**src/rtl/board_update_scheduler.sv**
```systemverilog
`default_nettype none
// ============================================================================
// board_update_scheduler: queues board-square writes and drains whole groups
// into the board RAM write port.  Optional BOARD_SCHED_VBLANK_ONLY_EN gates
// draining to vertical blanking.  Revision: 1.0
// ============================================================================
module board_update_scheduler #(
    parameter int DEPTH = 4,
    parameter int SQ_W  = 6,
    parameter int PC_W  = 4
) (
    input  logic            clk,
    input  logic            reset_n,
    input  logic            vblank,
    input  logic            wr_valid,
    output logic            wr_ready,
    input  logic [SQ_W-1:0] wr_sq,
    input  logic [PC_W-1:0] wr_piece,
    input  logic            wr_last,
    output logic            mem_we,
    output logic [SQ_W-1:0] mem_addr,
    output logic [PC_W-1:0] mem_wdata,
    output logic            update_done,
    output logic            err_ovf
);
    localparam int AW = $clog2(DEPTH);
    localparam int CW = AW + 1;

    typedef enum logic [1:0] {
        S_IDLE  = 2'd0,
        S_DRAIN = 2'd1,
        S_DONE  = 2'd2
    } state_t;

    state_t          r_state;
    logic [SQ_W-1:0] r_sq_mem [DEPTH];
    logic [PC_W-1:0] r_pc_mem [DEPTH];
    logic [DEPTH-1:0] r_last_mem;
    logic [AW-1:0]   r_wr_ptr;
    logic [AW-1:0]   r_rd_ptr;
    logic [CW-1:0]   r_count;
    logic [CW-1:0]   r_groups;
    logic            r_cur_last;

    logic            w_gate;
    logic            w_full;
    logic            w_ovf;
    logic            w_head_last;
    logic            w_pop;
    logic            w_push;
    logic [CW-1:0]   w_count_next;
    logic [CW-1:0]   w_groups_next;

`ifdef BOARD_SCHED_VBLANK_ONLY_EN
    assign w_gate = vblank;
`else
    // Free-running drain; vblank is read but has no effect in this mode.
    assign w_gate = vblank | 1'b1;
`endif

    assign w_full      = (r_count == CW'(DEPTH));
    assign w_ovf       = w_full && (r_groups == '0);
    assign w_head_last = r_last_mem[r_rd_ptr];

    // A group in flight keeps popping; only a finished group may stop the burst.
    always_comb begin
        w_pop = 1'b0;
        case (r_state)
            S_IDLE:  w_pop = w_gate && (r_groups != '0);
            S_DRAIN: w_pop = !(r_cur_last && ((r_groups == '0) || !w_gate));
            default: w_pop = 1'b0;
        endcase
        if (w_ovf) begin
            w_pop = 1'b0;
        end
    end

    // A pop frees a slot at the edge, so a full queue still takes a push then.
    assign w_push        = wr_valid && (wr_ready || w_pop) && !w_ovf;
    assign w_count_next  = r_count + CW'(w_push) - CW'(w_pop);
    assign w_groups_next = r_groups + CW'(w_push && wr_last) - CW'(w_pop && w_head_last);

    always_ff @(posedge clk) begin
        if (w_push) begin
            r_sq_mem[r_wr_ptr]   <= wr_sq;
            r_pc_mem[r_wr_ptr]   <= wr_piece;
            r_last_mem[r_wr_ptr] <= wr_last;
        end
    end

    always_ff @(posedge clk) begin
        if (!reset_n) begin
            r_state     <= S_IDLE;
            r_wr_ptr    <= '0;
            r_rd_ptr    <= '0;
            r_count     <= '0;
            r_groups    <= '0;
            r_cur_last  <= 1'b0;
            wr_ready    <= 1'b1;
            mem_we      <= 1'b0;
            mem_addr    <= '0;
            mem_wdata   <= '0;
            update_done <= 1'b0;
            err_ovf     <= 1'b0;
        end else if (w_ovf) begin
            r_state     <= S_IDLE;
            r_wr_ptr    <= '0;
            r_rd_ptr    <= '0;
            r_count     <= '0;
            r_groups    <= '0;
            r_cur_last  <= 1'b0;
            wr_ready    <= 1'b1;
            mem_we      <= 1'b0;
            update_done <= 1'b0;
            err_ovf     <= 1'b1;
        end else begin
            if (w_push) begin
                r_wr_ptr <= r_wr_ptr + 1'b1;
            end
            if (w_pop) begin
                r_rd_ptr   <= r_rd_ptr + 1'b1;
                mem_addr   <= r_sq_mem[r_rd_ptr];
                mem_wdata  <= r_pc_mem[r_rd_ptr];
                r_cur_last <= w_head_last;
            end
            r_count     <= w_count_next;
            r_groups    <= w_groups_next;
            wr_ready    <= (w_count_next != CW'(DEPTH));
            mem_we      <= w_pop;
            update_done <= 1'b0;
            case (r_state)
                S_IDLE: begin
                    if (w_pop) begin
                        r_state <= S_DRAIN;
                    end
                end
                S_DRAIN: begin
                    if (!w_pop) begin
                        r_state     <= S_DONE;
                        update_done <= 1'b1;
                    end
                end
                S_DONE:  r_state <= S_IDLE;
                default: r_state <= S_IDLE;
            endcase
        end
    end
endmodule
`default_nettype wire

```
**config.mk**
```make
export PLATFORM = sky130hd
export DESIGN_NAME = board_update_scheduler
export DESIGN_NICKNAME = d
export VERILOG_FILES = /design/src/rtl/board_update_scheduler.sv
export SDC_FILE = /design/constraint.sdc
export NUM_CORES = 1
export LEC_CHECK = 0
export ABC_AREA = 0
export ABC_CLOCK_PERIOD_IN_PS = 2800
export BUFFER_PORTS_ARGS = -buffer_cell sky130_fd_sc_hd__buf_2
export CAP_MARGIN = 10
export CORE_MARGIN = 2
export CORE_UTILIZATION = 49
export CTS_BUF_LIST = sky130_fd_sc_hd__clkbuf_4 sky130_fd_sc_hd__clkbuf_8
export CTS_CLUSTER_SIZE = 16
export DETAILED_ROUTE_END_ITERATION = 16
export MAX_ROUTING_LAYER = met4
export PLACE_DENSITY = 0.77
export SLEW_MARGIN = 20
export SYNTH_ARGS = -nofsm -noshare
export SYNTH_HDL_FRONTEND = slang
export SYNTH_SLANG_ARGS = --single-unit
```
**constraint.sdc**
```tcl
create_clock -name clk -period 2.8 [get_ports clk]
set_input_delay 0.7 -clock clk [delete_from_list [all_inputs] [get_ports clk]]
set_output_delay 0.7 -clock clk [all_outputs]
set_load 0.01 [all_outputs]
```
; After elaboration in Yosys (flattened, before gate mapping)
; Memories as Yosys holds them, arrays and structs flattened. A register that Yosys moved wholly into a read port is not among the register bits.
; Cells that the tools add are included.
; Widths: inputs -> output; s select.
[classes]
add_sub_neg = 6
order_cmp = 3
eq_ne = 5
n_mux = 13
n_bitwise = 3
reduce_logical = 19
[ops]
columns = cell, count
row1 = $logic_and 1x1->1, 7
row2 = $add 3x1->3, 2
row3 = $lt 2x3->1 const B, 2
row4 = $mux 1, 6
row5 = $sub 3x1->3, 2
row6 = $add 2x1->2 const B, 2
row7 = $bwmux 4, 1
row8 = $logic_not 1->1, 4
row9 = $mux 2, 2
row10 = $ne 2x2->1 const B, 2
row11 = $pmux 2 s2, 1
row12 = $reduce_and 2->1, 2
row13 = $eq 3x3->1 const B, 1
row14 = $logic_not 3->1, 1
row15 = $ne 3x3->1 const B, 1
row16 = $not 1->1, 3
row17 = $reduce_bool 3->1, 1
row18 = $reduce_or 3->1, 1
row19 = $bmux 1 s2, 1
row20 = $demux 1 s2, 1
row21 = $eq 2x1->1 const B, 1
row22 = $ge 2x1->1 const B, 1
row23 = $logic_not 2->1, 1
row24 = $pmux 1 s2, 1
row25 = other kinds (2), 2
[totals]
register_bits = 21
ram_bits = 40
inputBits = 15
n_memories = 2
[memory_table]
columns = name, depth, width, read_ports, rd_clocked_by_memory_dff, wr, line_no
row1 = r_sq_mem, 4, 6, 1, 1, 1, 36  ; logic [SQ_W-1:0] r_sq_mem [DEPTH];
row2 = r_pc_mem, 4, 4, 1, 1, 1, 37  ; logic [PC_W-1:0] r_pc_mem [DEPTH];

; Longest topological paths before layout
; Gate-level depths: netlist (run 1).
[logic_depth]
depth_word = 11
depth_mapped = 13
depth_no_buf = 13

; Least setup slack after synthesis (run 1)
; OpenSTA, ideal clock, no wires.
[synth_path]
kind = register to register
startpoint = reg r_groups[2]
endpoint = reg wr_ready
arrival_time_ns = 2.453
slack_ns = 0.225
path_stages_with_launch = 14
path_buffers = 0
synth_period_minus_slack_ns = 2.575
path_cell_list = dfxtp_1 or3_4 o311ai_4 a21oi_2 inv_1 ha_1 inv_1 ha_1 inv_1 fa_1 xor2_1 xnor2_1 nor2_1 nand3b_1
[synth_via]
elab_chain_len = 11
word_cells_on_any_way = 15
[synth_lines]
columns = element, line_no
row1 = start: declaration, 42  ; logic [CW-1:0] r_groups;
row2 = start signal: assignment, 127  ; r_groups <= w_groups_next;
row3 = $logic_not 3->1, "62, 70"
row4 = $logic_and 1x1->1, 70  ; S_DRAIN: w_pop = !(r_cur_last && ((r_groups == '0) || !w_gate));
row5 = $logic_not 1->1, 70
row6 = $pmux 1 s2, 68  ; case (r_state)
row7 = $mux 1, 73  ; if (w_ovf) begin
row8 = $logic_or 1x1->1, 79  ; assign w_push = wr_valid && (wr_ready || w_pop) && !w_ovf;
row9 = $logic_and 1x1->1 (2 in series), 79
row10 = $add 3x1->3, 80  ; assign w_count_next = r_count + CW'(w_push) - CW'(w_pop);
row11 = $sub 3x1->3, 80
row12 = $ne 3x3->1, 128  ; wr_ready <= (w_count_next != CW'(DEPTH));
row13 = end signal: assignment, 128
row14 = end: declaration, 16  ; output logic wr_ready,
; Several ways; a longest one is shown, not always the timed one.
; A chain may end at the register's enable or synchronous reset.

; Worst setup path after layout (run 1)
[layout_path]
startpoint = reg r_groups[1]
endpoint = reg wr_ready
; The elaborated chain is that of the path after synthesis.

==> flow_summary.toml, run 1 <==
[outcome]
status = "completed"

[power_and_ir_drop]
leakage_uw = 0.001248
peakVddDrop_v = 0.0006178
internal_power_uw = 2364
power_frac_seq = 0.427
p_sw_uw = 1079
p_per_area_nw_per_um2 = 1043
clockPowerShare = 0.230
p_comb_frac = 0.343
p_sw_frac = 0.3134

[synthesis]
yosys_warnings = 0
yosysTopAreaCellShare = 0.4628
ys.flop_type = "edfxtp_1"
synth_seq_cells = 71
ys_top_cells_by_area = "edfxtp_1, dfxtp_1, mux4_2, mux2i_1, ha_1"
yosysSeqAreaShare = 0.6521
synth_edf_count = 44
yosys.cell_types.count = 35
syn_nets = 199
synth.most_common_cell = "edfxtp_1"
syn_area_per_cell_sq_um = 16.41
synth_top_cell_by_area = "edfxtp_1"
syn_area_sq_um = 2855
synthArstFlopShare = 0
synthCells = 174
synth_commonest_cells = "edfxtp_1, dfxtp_1, nor2b_1, mux2i_1, mux4_2"

[final_layout]
instances_no_fill = 289
insertedDiodeCount = 0
drive_gt1_frac = 0.3272
area_growth_pct = 15.64
final_nets = 237

[routing]
drc = 0
dr.pass1.iters = 4
viasPerCell = 5.028
ant_nets = 0
num_vias = 1453
routed_wl_um = 4508
drt_iter0_drc = 81
routedWlPerCell_um = 15.60

[clocking]
h-tree-depth = 3
clockRootBuffer = "clkbuf_8"
cts_tree = "built"
clock_path_buffers = 2
clk_latency_ns = 0.34
hold_buffers = 0
cts_buffers = 9
cts.sinks = 71
clkTransAtPathRegs_ns = 0.07

[min_path]
hold_depth = 2
hold_class = "reg2reg"

[floorplan]
initial_core_util = 0.5122
placementRows = 27
die_y_um = 80.34
core_area_sq_um = 5574
io_pins = 29
die-area_sq_um = 6454
die_w_um = 80.34

[timing]
tns_ns = 0
hold_viol_final = 0
finalCritPeriodShare = 0.9331
finalCriticalPeriod_ns = 2.613
relSlewSlack = 0.5898
finClkSkew_ns = 0.006668
tightest_slew_ns = 0.6099
maxSlewViolCount = 0
grt_setup_unrepaired = "no"
max_freq_mhz = 382.8
setup_viol = 0

[place]
dp_hpwl_um = 3050
gp_congestion = 0.7108
port_buffers = 27
place_inst = 271

[critical_path]
worstSetupStartpointType = "flop"
arrival_ns = 2.84
critical_path_required_ns = 3.03
end_kind = "flop"
rr_worst_depth = 13
path_class = "reg2reg"
cp_max_fo = 4

[grt]
grt_pass1_wl_um = 7258
grt.total_usage = 0.1632
grt_max_degree = 15
antenna_found_initial = 0
first_global_vias = 1430
overflow = 0

[job]
maxCapViolCount = 0
[routing by layer]
metal	track usage	wire length [um]
met5	-	0
met4	0.03559	14
met1	0.1894	1961
met3	0.06742	165
met2	0.2683	2367
[critical path, cell delays in order, from the launching register on]
cell,delay [ns]
dfxtp_4,0.36
or3_4,0.42
o311ai_4,0.29
a21oi_4,0.06
inv_1,0.07
ha_1,0.21
inv_1,0.05
ha_1,0.13
inv_1,0.04
fa_1,0.36
xor2_1,0.16
xnor2_1,0.12
nor2_1,0.14
nand3b_1,0.08
[path summary, 6_finish.rpt]
check | startpoint | to | slack (ns)
setup reg to reg | r_groups[1] | wr_ready | 0.19
hold / removal | r_state[0] | r_state[1] | 0.51
hold reg to reg | r_state[0] | r_state[1] | 0.51
setup / recovery | r_groups[1] | wr_ready | 0.19
[area by class of cell]
class	count	area (sq um)
inverters	10	37.54
flip-flops and latches	71	1867
clock inverters	5	58.81
multi-input cells	87	929.6
repair buffers	33	180.2
fillers	444	2272
clock buffers	11	138.9
well taps	72	90.09
[sequential cells by signal, summed over array words and instances (netlist names), 3 cells and up]
name,count
r_pc_mem,16
mem_wdata,4
r_count,3
r_groups,3
r_last_mem,4
mem_addr,6
r_sq_mem,24
[cell usage in the layout, fill, tap and decap left out, types with 2 or more instances in the layout]
cell type / synthesis / layout
and2_1: 7 / 7
buf_2: 3 / 27
buf_4: 0 / 6
clkbuf_4: 0 / 2
clkbuf_8: 0 / 9
clkinv_4: 0 / 2
dfxtp_1: 27 / 25
edfxtp_1: 44 / 44
fa_1: 2 / 2
ha_1: 8 / 8
inv_1: 10 / 10
mux2i_1: 11 / 11
mux4_2: 11 / 11
nand2_1: 2 / 2
nor2_1: 7 / 7
nor2b_1: 12 / 12
nor3_1: 2 / 2
nor4_1: 2 / 2
xnor2_1: 5 / 5
[repair_timing]
item | CTS | global route
resized for setup | 0 | 4
setup buffers | 0 | 2
endpoints found under the setup margin | 0 | 1
[stage by stage]
step	util	setup slack (ns)	hold WS, ns	area (sq um)	total power [uW]
2_1_floorplan	-	0.2247	0.4888	2855	2373
3_3_place_gp	0.5520	0.1419	0.4697	3077	2616
3_5_place_dp	0.5520	0.1036	0.5021	3077	2660
4_1_cts	0.5874	0.08378	0.5160	3274	3462
5_1_grt	0.5924	0.02870	0.5369	3302	3671
6_report	0.5924	0.1874	0.5128	3302	3442
[kinds of logic after synthesis]
| family | synth area share |
|---|---|
| AOI/OAI and AO/OA | 0.03550 |
| xor gates and xnor gates | 0.01840 |
| adders and majority gates | 0.04908 |
| buffers and inverters | 0.02498 |
| DFF | 0.6521 |
| muxes | 0.1253 |
| and+or+nand+nor | 0.09466 |
[power by group through the flow]
stage / clock [uW] / sequential (uW) / combinational, uW
3_3_place_gp: 0 / 1480 / 1140
2_1_floorplan: 0 / 1500 / 869
6_report: 793 / 1470 / 1180
3_5_place_dp: 0 / 1490 / 1170
5_1_grt: 865 / 1490 / 1310
4_1_cts: 816 / 1470 / 1180
Power figures use the tool's default switching activity.
==> run 2, diff against run 1 <==
--- a/config.mk
+++ b/config.mk
@@ -8,3 +8,3 @@
 export ABC_AREA = 0
-export ABC_CLOCK_PERIOD_IN_PS = 2800
+export ABC_CLOCK_PERIOD_IN_PS = 2660
 export BUFFER_PORTS_ARGS = -buffer_cell sky130_fd_sc_hd__buf_2
@@ -13,3 +13,3 @@
 export CORE_UTILIZATION = 49
-export CTS_BUF_LIST = sky130_fd_sc_hd__clkbuf_4 sky130_fd_sc_hd__clkbuf_8
+export CTS_BUF_LIST = sky130_fd_sc_hd__clkbuf_8
 export CTS_CLUSTER_SIZE = 16
==> constraint.sdc (replaced) <==
create_clock -name clk -period 2.66 [get_ports clk]
set_input_delay 0.665 -clock clk [delete_from_list [all_inputs] [get_ports clk]]
set_output_delay 0.665 -clock clk [all_outputs]
set_load 0.05 [all_outputs]
==> run 2 against run 1 <==
  * Clock-buffer cell count down 1
  * Design area barely moved
  * Maximum frequency rose by 3.4%
  * Sequential power rose by 4%
  * Utilization about the same
  * Cell count is 1.4% higher
  * Flip-flop and latch count did not move
==> flow_summary.toml, run 2 (synthesis results as in run 1) <==
[critical_path]
max_stage_delay_ns = 0.42
arrival_ns = 2.76
r2r_start = "r_groups[0]"
path_class = "reg2reg"
cp_top_family = "simple AND/OR/NAND/NOR gates"
worstSetupStartpointType = "flop"
worstPathCellList = "or3_4 > o311ai_4 > a21oi_2 > inv_1 > ha_1 > inv_1 > ha_1 > inv_1 > fa_2 > xor2_1 > xnor2_1 > nor2_1 > nand3b_1"
slowest_stage = "or3_4"
critical_path_required_ns = 2.89
end_kind = "flop"
cp_max_fo = 4
cp_common_cell = "inv_1"
crit_path_start = "r_groups[0]"
path_buf_inv = 3

[timing]
finalCritPeriodShare = 0.9498
finalCriticalPeriod_ns = 2.527
relSlewSlack = 0.5823
setup_viol = 0
hold_viol_final = 0
max_freq_mhz = 395.8
maxSlewViolCount = 0
tightest_slew_ns = 0.6265
finClkSkew_ns = 0.009042
setup_ws_ns = 0.1335
tns_ns = 0

[clocking]
clkTransAtPathRegs_ns = 0.07
hold_buffers = 0
clock_path_buffers = 2
cts.sinks = 71
cts_buffers = 9
cts_tree = "built"
clockRootBuffer = "clkbuf_8"
clk_latency_ns = 0.34
h-tree-depth = 3

[routing]
routed_wl_um = 4618
drt_iter0_drc = 58
num_vias = 1468
dr.pass1.iters = 4
ant_nets = 0
viasPerCell = 5.010
routedWlPerCell_um = 15.76
drc = 0

[floorplan]
die_w_um = 80.34
core_area_sq_um = 5574
initial_core_util = 0.5122
die_y_um = 80.34
io_pins = 29
die-area_sq_um = 6454
placementRows = 27

[final_layout]
drive_gt1_frac = 0.3439
largest_reg_flops = 24
instances_no_fill = 293
layout_commonest_cell = "edfxtp_1"
mostFrequentLayoutCells = "edfxtp_1, dfxtp_1, buf_2"
fillCellCount = 457
insertedDiodeCount = 0
final_nets = 241
area_growth_pct = 15.73
largest-register = "r_sq_mem"
top_regs = "r_sq_mem: 24 flops, r_pc_mem: 16 flops, mem_addr: 6 flops"

[place]
dp_slack_ns = 0.05416
dp_hpwl_um = 3060
gp_congestion = 0.7531
place_inst = 276
port_buffers = 27

[grt]
grt_max_degree = 14
first_global_vias = 1495
antenna_found_initial = 0
grt.total_usage = 0.1656
grt_pass1_wl_um = 7341
overflow = 0

[min_path]
hold_class = "reg2reg"
hp-start = "r_state[0]"

[job]
maxCapViolCount = 0

[power_and_ir_drop]
peakVddDrop_v = 0.0005866
leakage_uw = 0.001257
power_uw = 3845
p_per_area_nw_per_um2 = 1164

[outcome]
status = "completed"
==> run 2: cell types whose count changed in the layout (fill, tap and decap cells not counted), moves of 2 or more <==
cell,delta
fa_2,+2
buf_4,+4
dfxtp_1,+2
clkinv_2,+2
clkinv_4,-2
fa_1,-2
clkbuf_4,-2
==> run 2: cell type report <==
type                            count  area (sq um)  area share
Sequential cell                    71          1862      0.5634
Multi-Input combinational cell     87         929.6      0.2813
Timing Repair Buffer               37         210.2     0.06361
Clock buffer                       10         137.6     0.04165
Tap cell                           72         90.09     0.02726
Clock inverter                      6         37.54     0.01136
Inverter                           10         37.54     0.01136
==> run 2: per-layer routing <==
layer | vias up | track usage | wire length, um
li1 | 716 | - | -
met1 | 715 | 0.1845 | 1973
met2 | 30 | 0.2717 | 2371
met3 | 7 | 0.07079 | 213
met4 | 0 | 0.05085 | 60
met5 | - | - | 0
==> run 2: metrics by stage <==
step | instance area, sq um | utilization | hold WS, ns
6_report | 3304 | 0.5928 | 0.5163
5_1_grt | 3304 | 0.5928 | 0.5160
4_1_cts | 3289 | 0.5901 | 0.5127
3_5_place_dp | 3114 | 0.5587 | 0.5017
3_3_place_gp | 3114 | 0.5587 | 0.4675
2_1_floorplan | 2855 | - | 0.4888
==> run 2: timing repair <==
item                                    in CTS  in global routing
setup buffers                                0                  1
gates resized for setup                      0                  3
endpoints found under the setup margin       0                  2
==> run 2: power breakdown <==
part	switching, uW	total, uW	internal (uW)
Sequential	118	1530	1410
Combinational	908	1570	662
Clock	389	748	360
==> run 2: path summary, 6_finish.rpt <==
path	end	slack (ns)	depth (start not counted)
worst max-delay path	wr_ready	0.13	13
worst min-delay path	r_state[1]	0.52	2
worst max register to register	wr_ready	0.13	13
worst min register to register	r_state[1]	0.52	2
==> run 2: worst register-to-register path, delay by kind of cell (launching register included) <==
family	cells	cell delay (ns)
flip-flops	1	0.31
adder cells (fa/ha/maj)	3	0.66
XOR/XNOR	2	0.27
AND/OR/NAND/NOR	3	0.66
buffers and inverters	3	0.16
AO/OA/AOI/OAI	2	0.34
==> run 3, diff against run 2 <==
--- a/config.mk
+++ b/config.mk
@@ -8,3 +8,2 @@
 export ABC_AREA = 0
-export ABC_CLOCK_PERIOD_IN_PS = 2660
 export BUFFER_PORTS_ARGS = -buffer_cell sky130_fd_sc_hd__buf_2
==> constraint.sdc (replaced) <==
create_clock -name clk -period 2.66 [get_ports clk]
set_input_delay 0.399 -clock clk [delete_from_list [all_inputs] [get_ports clk]]
set_output_delay 0.399 -clock clk [all_outputs]
set_load 0.05 [all_outputs]
==> run 3 against run 2 <==
  * Worst hold slack lost 0.25 ns
  * Wire length shrank 6.0%
  * Non-clock buffer count shrank 3
  * Critical path depth is the same
  * First-iteration DRC count grew 8.6%
  * Total power shrank 1.7%
==> flow_summary.toml, run 3 (synthesis results as in run 1) <==
[grt]
grt_pass1_wl_um = 6996
grt_max_degree = 15
grt.total_usage = 0.1584
antenna_found_initial = 0
overflow = 0
first_global_vias = 1416

[routing]
met2_length_um = 2224
ant_nets = 0
drc = 0
num_vias = 1464
drt_iter0_drc = 63
wl_met1_um = 1857
top_layer_used = "met4"
routedWlPerCell_um = 14.97
routed_wl_um = 4341
dr.pass1.iters = 4
routed-wl-met3_um = 188
viasPerCell = 5.048

[final_layout]
layout_commonest_cell = "edfxtp_1"
area_growth_pct = 14.81
fin_util = 0.5881
mostFrequentLayoutCells = "edfxtp_1, buf_2, dfxtp_1"
fillCellCount = 451
instances_no_fill = 290
top_regs = "r_sq_mem: 24 flops, r_pc_mem: 16 flops, mem_addr: 6 flops"
insertedDiodeCount = 0
final_area_sq_um = 3278
drive_gt1_frac = 0.3349
largest_reg_flops = 24
largest-register = "r_sq_mem"
final_nets = 238

[critical_path]
arrival_ns = 2.76
cp_common_cell = "inv_1"
end_kind = "flop"
rr_worst_depth = 13
worstPathCellList = "or3_4 > o311ai_4 > a21oi_2 > inv_1 > ha_1 > inv_1 > ha_1 > inv_1 > fa_2 > xor2_1 > xnor2_1 > nor2_1 > nand3b_1"
critical_path_required_ns = 2.89
path_class = "reg2reg"
cp_max_fo = 4
worstSetupStartpointType = "flop"
max_stage_delay_ns = 0.42
slowest_stage = "or3_4"

[job]
maxCapViolCount = 0

[timing]
finalCritPeriodShare = 0.9524
relSlewSlack = 0.6073
fin_hold_ws_ns = 0.2641
hold_viol_final = 0
finClkSkew_ns = 0.007653
grt_setup_unrepaired = "yes"
tightest_slew_ns = 0.5839
tns_ns = 0
setup_viol = 0
finalCriticalPeriod_ns = 2.533
maxSlewViolCount = 0
max_freq_mhz = 394.7

[power_and_ir_drop]
p_per_area_nw_per_um2 = 1153
peakVddDrop_v = 0.0006203
leakage_uw = 0.001236

[min_path]
hold_class = "in2reg"
hold_depth = 1

[floorplan]
die_w_um = 80.34
io_pins = 29
core_area_sq_um = 5574
placementRows = 27
initial_core_util = 0.5122
die-area_sq_um = 6454
die_y_um = 80.34

[place]
port_buffers = 27
gp_congestion = 0.6887
post_dp_cell_area_sq_um = 3099
place_inst = 274
dp_hpwl_um = 2909

[clocking]
clk_latency_ns = 0.35
cts.sinks = 71
clockRootBuffer = "clkbuf_8"
cts_tree = "built"
clock_path_buffers = 2
clkTransAtPathRegs_ns = 0.08
cts_buffers = 9
h-tree-depth = 3

[outcome]
status = "completed"
run 3: cell types whose count changed in the layout (fill, tap and decap cells not counted), sizes merged:
cell,change
clkinvlp,+1
buf,-3
clkinv,-1
clkbuf,-1
inv,+1
run 3: metal layers:
| layer | vias to the layer above | track usage |
|---|---|---|
| met4 | 0 | 0.06610 |
| met2 | 31 | 0.2525 |
| met5 | - | - |
| met1 | 715 | 0.1748 |
| li1 | 710 | - |
| met3 | 8 | 0.06854 |
run 3: path summary, 6_finish.rpt:
kind / startpoint / endpoint / slack [ns]
max: r_groups[1] / wr_ready / 0.13
min: wr_piece[3] / r_pc_mem[2][3] / 0.26
max reg2reg: r_groups[1] / wr_ready / 0.13
min reg2reg: err_ovf / err_ovf / 0.50
run 3: worst max-delay path: cells and delay by family, from the launching register on:
family | cells | cell delay, ns
buffers and inverters | 3 | 0.18
AO/OA/AOI/OAI | 2 | 0.34
flip-flops | 1 | 0.32
AND/OR/NAND/NOR | 3 | 0.65
XOR/XNOR | 2 | 0.28
adder cells (fa/ha/maj) | 3 | 0.66
run 3: power by group:
| group | total [uW] | internal, uW | leakage [uW] | switching (uW) |
|---|---|---|---|---|
| combinational | 1500 | 621 | 0.000527 | 877 |
| sequential | 1530 | 1410 | 0.000627 | 123 |
| clock | 748 | 339 | 0.0000834 | 409 |
run 3: repair_timing:
| action | 4_1_cts | 5_1_grt |
|---|---|---|
| resized for setup | 0 | 3 |
| setup endpoints to repair | 0 | 3 |
| setup buffers | 0 | 0 |
| hold buffers | 0 | 0 |
| hold endpoints to repair | 0 | 0 |
run 3: cell type report:
cell class | count | area (sq um) | area share
clock buffers | 9 | 123.9 | 0.03779
clock inverters | 7 | 48.80 | 0.01489
inverters | 10 | 37.54 | 0.01145
multi-input cells | 87 | 927.1 | 0.2828
flip-flops and latches | 71 | 1863 | 0.5683
well taps | 72 | 90.09 | 0.02748
repair buffers | 34 | 187.7 | 0.05725
run 3: per-stage QoR:
stage / power, uW / setup slack [ns]
final: 3779 / 0.1266
after global routing: 4019 / -0.03419
after CTS: 3817 / 0.03316
after detailed placement: 3067 / 0.05708
after global placement: 3035 / 0.09713
after floorplan: 2760 / 0.002576
